File: src/rtl/io_pkg.sv
// Shared definitions for the CPU input-port/interrupt peripherals.
package io_pkg;

    localparam int IO_WIDTH = 8;
    localparam int IO_DEPTH = 4;
    localparam int IO_GAP   = 2;

    // Literals carry a prefix so they cannot collide with the GAP parameter.
    typedef enum logic [1:0] {
        ST_IDLE = 2'd0,
        ST_IRQ  = 2'd1,
        ST_WAIT = 2'd2,
        ST_GAP  = 2'd3
    } io_state_e;

    function automatic int io_count_w(input int depth);
        return $clog2(depth) + 1;
    endfunction

endpackage

File: src/rtl/io_int_port_if.sv
// Device-side and CPU-side signals of one input-port/interrupt pair.
interface io_int_port_if #(
    parameter int WIDTH = 8,
    parameter int DEPTH = 4
);
    localparam int CW = $clog2(DEPTH) + 1;

    logic [WIDTH-1:0] ext_data;
    logic             ext_stb;
    logic             ack;
    logic             clr_ovf;
    logic [WIDTH-1:0] iport;
    logic             intPort;
    logic             full;
    logic             overflow;
    logic [CW-1:0]    count;

    modport master (
        output ext_data, ext_stb, ack, clr_ovf,
        input  iport, intPort, full, overflow, count
    );

    modport slave (
        input  ext_data, ext_stb, ack, clr_ovf,
        output iport, intPort, full, overflow, count
    );
endinterface

File: src/rtl/io_int_port_sync_edge.sv
// Two-flop synchronizer followed by a rising-edge detector on the synchronized level.
module sync_edge (
    input  logic clk,
    input  logic reset,
    input  logic d_async,
    output logic rise
);
    logic s1_q, s1_d;
    logic s2_q, s2_d;
    logic prev_q, prev_d;

    always_comb begin
        s1_d   = d_async;
        s2_d   = s1_q;
        prev_d = s2_q;
    end

    always_ff @(posedge clk or negedge reset) begin
        if (!reset) begin
            s1_q   <= 1'b0;
            s2_q   <= 1'b0;
            prev_q <= 1'b0;
        end else begin
            s1_q   <= s1_d;
            s2_q   <= s2_d;
            prev_q <= prev_d;
        end
    end

    assign rise = s2_q & ~prev_q;
endmodule

File: src/rtl/io_int_port.sv
// Captures bytes from an asynchronous device into a FIFO and interrupts the CPU once per byte.
module io_int_port
    import io_pkg::*;
#(
    parameter int WIDTH = IO_WIDTH,
    parameter int DEPTH = IO_DEPTH,
    parameter int GAP   = IO_GAP
) (
    input logic         clk,
    input logic         reset,
    io_int_port_if.slave bus
);
    localparam int PW = $clog2(DEPTH);
    localparam int CW = $clog2(DEPTH) + 1;
    localparam int GW = $clog2(GAP + 1);

    logic push;
    logic pop;
    logic push_ok;
    logic full_w;

    logic [WIDTH-1:0] mem_q [DEPTH];
    logic [WIDTH-1:0] mem_d [DEPTH];
    logic [PW-1:0]    wr_q, wr_d;
    logic [PW-1:0]    rd_q, rd_d;
    logic [CW-1:0]    count_q, count_d;
    logic             ovf_q, ovf_d;

    io_state_e        state_q;
    logic [GW-1:0]    gap_cnt_q;
    logic             irq_q;

    sync_edge u_sync_edge (
        .clk     (clk),
        .reset   (reset),
        .d_async (bus.ext_stb),
        .rise    (push)
    );

    assign full_w = (count_q == CW'(DEPTH));
    // Only an interrupt the CPU is actually servicing may retire the head byte.
    assign pop    = bus.ack && (state_q == ST_IRQ || state_q == ST_WAIT) && (count_q != '0);

    always_comb begin
        mem_d   = mem_q;
        wr_d    = wr_q;
        rd_d    = rd_q;
        count_d = count_q;
        ovf_d   = ovf_q;
        push_ok = push && (!full_w || pop);

        if (push_ok) begin
            mem_d[wr_q] = bus.ext_data;
            wr_d        = wr_q + PW'(1);
        end
        if (pop) begin
            rd_d = rd_q + PW'(1);
        end
        unique case ({push_ok, pop})
            2'b10:   count_d = count_q + CW'(1);
            2'b01:   count_d = count_q - CW'(1);
            default: count_d = count_q;
        endcase

        // Set is evaluated last so it wins over a simultaneous clear.
        if (bus.clr_ovf) begin
            ovf_d = 1'b0;
        end
        if (push && full_w && !pop) begin
            ovf_d = 1'b1;
        end
    end

    always_ff @(posedge clk) begin
        mem_q <= mem_d;
    end

    always_ff @(posedge clk or negedge reset) begin
        if (!reset) begin
            wr_q    <= '0;
            rd_q    <= '0;
            count_q <= '0;
            ovf_q   <= 1'b0;
        end else begin
            wr_q    <= wr_d;
            rd_q    <= rd_d;
            count_q <= count_d;
            ovf_q   <= ovf_d;
        end
    end

    // GAP holds for exactly GAP cycles after the pop before IDLE may re-arm.
    always_ff @(posedge clk or negedge reset) begin
        if (!reset) begin
            state_q   <= ST_IDLE;
            gap_cnt_q <= '0;
            irq_q     <= 1'b0;
        end else begin
            irq_q <= 1'b0;
            unique case (state_q)
                ST_IDLE: begin
                    if (count_q != '0) begin
                        state_q <= ST_IRQ;
                        irq_q   <= 1'b1;
                    end
                end
                ST_IRQ: begin
                    if (pop) begin
                        state_q   <= ST_GAP;
                        gap_cnt_q <= GW'(GAP);
                    end else begin
                        state_q <= ST_WAIT;
                    end
                end
                ST_WAIT: begin
                    if (pop) begin
                        state_q   <= ST_GAP;
                        gap_cnt_q <= GW'(GAP);
                    end
                end
                ST_GAP: begin
                    gap_cnt_q <= gap_cnt_q - GW'(1);
                    if (gap_cnt_q <= GW'(1)) begin
                        state_q <= ST_IDLE;
                    end
                end
                default: state_q <= ST_IDLE;
            endcase
        end
    end

    assign bus.iport    = (count_q != '0) ? mem_q[rd_q] : '0;
    assign bus.intPort  = irq_q;
    assign bus.full     = full_w;
    assign bus.overflow = ovf_q;
    assign bus.count    = count_q;
endmodule

File: src/flat_wrapper.sv
// flat-port wrapper written by rule: the top's interface ports become plain ports
module io_int_port_flat import io_pkg::*;
#(
    parameter int WIDTH = IO_WIDTH,
    parameter int DEPTH = IO_DEPTH,
    parameter int GAP   = IO_GAP
)
  (clk, reset, bus_ext_data, bus_ext_stb, bus_ack, bus_clr_ovf, bus_iport, bus_intPort, bus_full, bus_overflow, bus_count);
  io_int_port_if #(.WIDTH(WIDTH), .DEPTH(DEPTH)) bus_i ();
  input logic clk;
  input logic reset;
  input wire logic [$bits(bus_i.ext_data)-1:0] bus_ext_data;
  input wire logic [$bits(bus_i.ext_stb)-1:0] bus_ext_stb;
  input wire logic [$bits(bus_i.ack)-1:0] bus_ack;
  input wire logic [$bits(bus_i.clr_ovf)-1:0] bus_clr_ovf;
  output wire logic [$bits(bus_i.iport)-1:0] bus_iport;
  output wire logic [$bits(bus_i.intPort)-1:0] bus_intPort;
  output wire logic [$bits(bus_i.full)-1:0] bus_full;
  output wire logic [$bits(bus_i.overflow)-1:0] bus_overflow;
  output wire logic [$bits(bus_i.count)-1:0] bus_count;
  assign bus_i.ext_data = bus_ext_data;
  assign bus_i.ext_stb = bus_ext_stb;
  assign bus_i.ack = bus_ack;
  assign bus_i.clr_ovf = bus_clr_ovf;
  assign bus_iport = bus_i.iport;
  assign bus_intPort = bus_i.intPort;
  assign bus_full = bus_i.full;
  assign bus_overflow = bus_i.overflow;
  assign bus_count = bus_i.count;
  io_int_port #(.WIDTH(WIDTH), .DEPTH(DEPTH), .GAP(GAP)) u_core (.clk(clk), .reset(reset), .bus(bus_i));
endmodule
File: config.mk
export PLATFORM = sky130hd
export DESIGN_NAME = io_int_port_flat
export DESIGN_NICKNAME = d
export VERILOG_FILES = /design/src/rtl/io_pkg.sv /design/src/rtl/io_int_port_if.sv /design/src/rtl/io_int_port_sync_edge.sv /design/src/rtl/io_int_port.sv /design/src/flat_wrapper.sv
export SDC_FILE = /design/constraint.sdc
export NUM_CORES = 1
export LEC_CHECK = 0
export BUFFER_PORTS_ARGS = -buffer_cell sky130_fd_sc_hd__buf_2
export CORE_AREA = 2 2 73 92
export DETAILED_ROUTE_END_ITERATION = 8
export DIE_AREA = 0 0 75 94
export GPL_TIMING_DRIVEN = 0
export HOLD_SLACK_MARGIN = 0.08
export SYNTH_ARGS = -nofsm -noshare
export SYNTH_HDL_FRONTEND = slang
export SYNTH_HIERARCHICAL = 1
export SYNTH_SLANG_ARGS = --single-unit
export TNS_END_PERCENT = 10
File: constraint.sdc
create_clock -name clk -period 2.6 [get_ports clk]
set_input_delay 0.52 -clock clk [delete_from_list [all_inputs] [get_ports clk]]
set_output_delay 0.52 -clock clk [all_outputs]
set_load 0.005 [all_outputs]
==> flow_metrics.tcl <==
set metrics [dict create \
    num_antenna_cells 0 \
    area_delta_synth_final_pct 17.58 \
    final_common_cell "edfxtp_1" \
    worstSetupStartpointType "flop" \
    crit_path_max_incr_delay_ps 440 \
    worstPathMaxFanout 5 \
    die_w_um 75 \
    nets 188 \
    yosysWarnings 6 \
    crit_slowest_cell "dfrtp_1" \
    die_area_sq_mm 0.007050 \
    firstDrtPassIters 4 \
    avgSynthCellArea_sq_um 16.15 \
    cp_common_cell "inv_1" \
    clk_pin_slew_worst_paths_ps 90 \
    peakVddDrop_uv 519.6 \
    first_global_vias 1248 \
    reg2reg_depth 12 \
    timing.fmax_mhz 422.1 \
    ios 27 \
    p_leak_nw 1.002 \
    tns_ps 0 \
    max_cap_viol_count 0 \
    grt_start_max_net_pins 17 \
    drtAntennaViolNets 0 \
    grt_first_pass_wirelength_mm 5.747 \
    numCtsBuffers 5 \
    crit_buf_inv 3 \
    gr-total-overflow 0 \
    antenna_found_initial 0 \
    cp_cell_sequence "inv_1 -> ha_4 -> nand2_2 -> nand2_2 -> and2_4 -> inv_1 -> ha_1 -> inv_1 -> fa_1 -> xor2_1 -> nor2_1 -> xor2_1" \
    syn_area_sq_mm 0.002100 \
    path_depth 12 \
    synth_cell_types 33 \
    drt_iter0_drc 30 \
    most-common-layout-cells "edfxtp_1, buf_2, dfrtp_1, inv_1, ha_1" \
    final_cells 249 \
    fill_cells 574 \
    dieHeight_um 94 \
    grtUsageTotal_pct 11.39 \
    worstMarginPinSlew_ps 552.8 \
    start_util_pct 34.27 \
    post-cts-setup-buffers 0 \
    hold_viol 0 \
    drc 0 \
    ys_ff_latch 48 \
    fin_skew_ps 6.103 \
    powerDensity_mw_per_mm2 1113 \
    avgViaCountPerCell 4.578 \
    crit_arrival_ps 2590 \
    crit_type "flop to flop" \
    slew_headroom_pct 63.14 \
    finalCritPeriodShare_pct 91.11 \
    wirelength_mm 3.593 \
    place.gp.congestion 0.7104 \
    cp-end-kind "flop" \
    num_rows 32 \
    io_buffer_count 26 \
    cts_tree "done" \
    clkSinkCount 48 \
    layout-drive-gt1-share_pct 33.54 \
    synth_fp_nets 155 \
    power_mw 2.747 \
    status "finished, final reports clean" \
    ys_seq_area_share_pct 64.84 \
    multi_input_comb_area_sq_um 699.4 \
    slew_viol_final 0 \
    wl_per_cell_um 14.43 \
    hold_path.class "input pin to async pin" \
    dp_hpwl_mm 2.583 \
    dpl_cell_area_sq_mm 0.002336 \
    clock_latency_ps 300 \
    dp.cells 241 \
    critPathRequiredTime_ps 2820 \
    clock-root-buffer "clkbuf_8" \
    sequential_cell_area_sq_mm 0.001361 \
    core_sq_mm 0.006126 \
    setup_viol 0 \
    worst_path_dominant_cell_family "adder cells" \
    synth_cells 130 \
    clockBufferDepth 2 \
    whs_ps 120.4 \
    final_cell_area_sq_mm 0.002469 \
    num_vias 1140 \
    cts_max_level 2 \
    rsz0062_at_grt "false" \
    final.min_clock_period_ps 2369 \
]
==> registers in the layout, summed over array words and instances, names as in the netlist <==
name                       cells
u_core/mem_q                  32
u_core/bus.count               3
u_core/gap_cnt_q               2
u_core/rd_q                    2
u_core/state_q                 2
u_core/wr_q                    2
u_core/bus.intPort             1
u_core/bus.overflow            1
u_core/u_sync_edge/prev_d      1
u_core/u_sync_edge/prev_q      1
u_core/u_sync_edge/s1_q        1
==> worst paths after layout <==
kind	slack, ps	startpoint	endpoint
min	120	reset	u_core/wr_q[1]
max in group asynchronous	2210	reset	u_core/bus.intPort
max reg2reg	230	u_core/state_q[1]	u_core/bus.count[2]
min in group clk	320	bus_ext_stb	u_core/u_sync_edge/s1_q
min reg2reg	360	u_core/u_sync_edge/s1_q	u_core/u_sync_edge/prev_d
max	230	u_core/state_q[1]	u_core/bus.count[2]
==> layout make-up <==
class	instances	area share, %
clock inverters	3	1.926
repair buffers	26	5.271
plain buffers	3	0.5575
inverters	11	1.673
clock buffers	5	2.788
well taps	85	4.308
flip-flops and latches	48	55.14
multi-input cells	68	28.33
==> timing repair <==
action                     CTS  global route
resized for setup            0             5
hold buffers                 0             0
setup endpoints to repair    0             8
==> report_power, final <==
group	internal [mW]	total (mW)	leakage [nW]	switching (mW)
Combinational	0.574	1.13	0.463	0.552
Sequential	0.979	1.08	0.481	0.106
Clock	0.289	0.536	0.0583	0.246
==> synth_stat cells <==
| cell type | instances | area [sq um] |
|---|---|---|
| and2_4 | 1 | 8.760 |
| nor3b_4 | 1 | 18.77 |
| nor2b_1 | 3 | 18.77 |
| o21ai_0 | 3 | 15.01 |
| nand2_2 | 1 | 6.260 |
| and2b_1 | 6 | 45.04 |
| nor2_1 | 2 | 7.510 |
| or3_1 | 1 | 6.260 |
| inv_1 | 11 | 41.29 |
| o221ai_1 | 1 | 8.760 |
| o22a_2 | 1 | 10.01 |
| nor2b_4 | 1 | 13.76 |
| nand2_1 | 6 | 22.52 |
| ha_1 | 11 | 137.6 |
| or2_2 | 1 | 6.260 |
| o22a_1 | 1 | 8.760 |
| and3_1 | 4 | 25.02 |
| o21a_1 | 1 | 7.510 |
| mux2_4 | 1 | 15.01 |
| xor2_1 | 3 | 26.28 |
| a21oi_1 | 2 | 10.01 |
| mux2i_1 | 1 | 10.01 |
| mux4_2 | 8 | 180.2 |
| o2bb2ai_1 | 1 | 8.760 |
| clkbuf_1 | 2 | 7.510 |
| nand3_1 | 1 | 5.000 |
| mux2_2 | 1 | 11.26 |
| nor3_1 | 1 | 5.000 |
| edfxtp_1 | 32 | 960.9 |
| xnor2_1 | 3 | 26.28 |
| buf_2 | 1 | 5.000 |
| dfrtp_1 | 16 | 400.4 |
| fa_1 | 1 | 20.02 |
==> logic make-up (layout without fill, tap and decap cells) <==
kind of cell,count (synthesis),after routing,synth area share (%)
adder cells (fa/ha/maj),12,12,7.509
multiplexers,11,11,10.31
flip-flops,48,48,64.84
AO/OA/AOI/OAI,10,10,3.278
buffers and inverters,14,48,2.562
AND/OR/NAND/NOR,29,29,8.999
XOR/XNOR,6,6,2.503
==> metal layers <==
metal / share of wire [%] / vias to the layer above / track usage, %
li1: - / 531 / -
met1: 38 / 570 / 12.29
met2: 55 / 34 / 20.10
met3: 5.2 / 5 / 3.863
met4: 1.6 / 0 / 4.167
met5: 0 / - / 0
==> through the flow <==
step | util [%] | worst slack, ps
global route | 40.30 | 34.59
global placement | 38.13 | 154.5
detailed placement | 38.13 | 64.50
finish | 40.30 | 231.1
CTS | 40.03 | 34.14
floorplan | - | 332.7
Power figures use the tool's default switching activity.
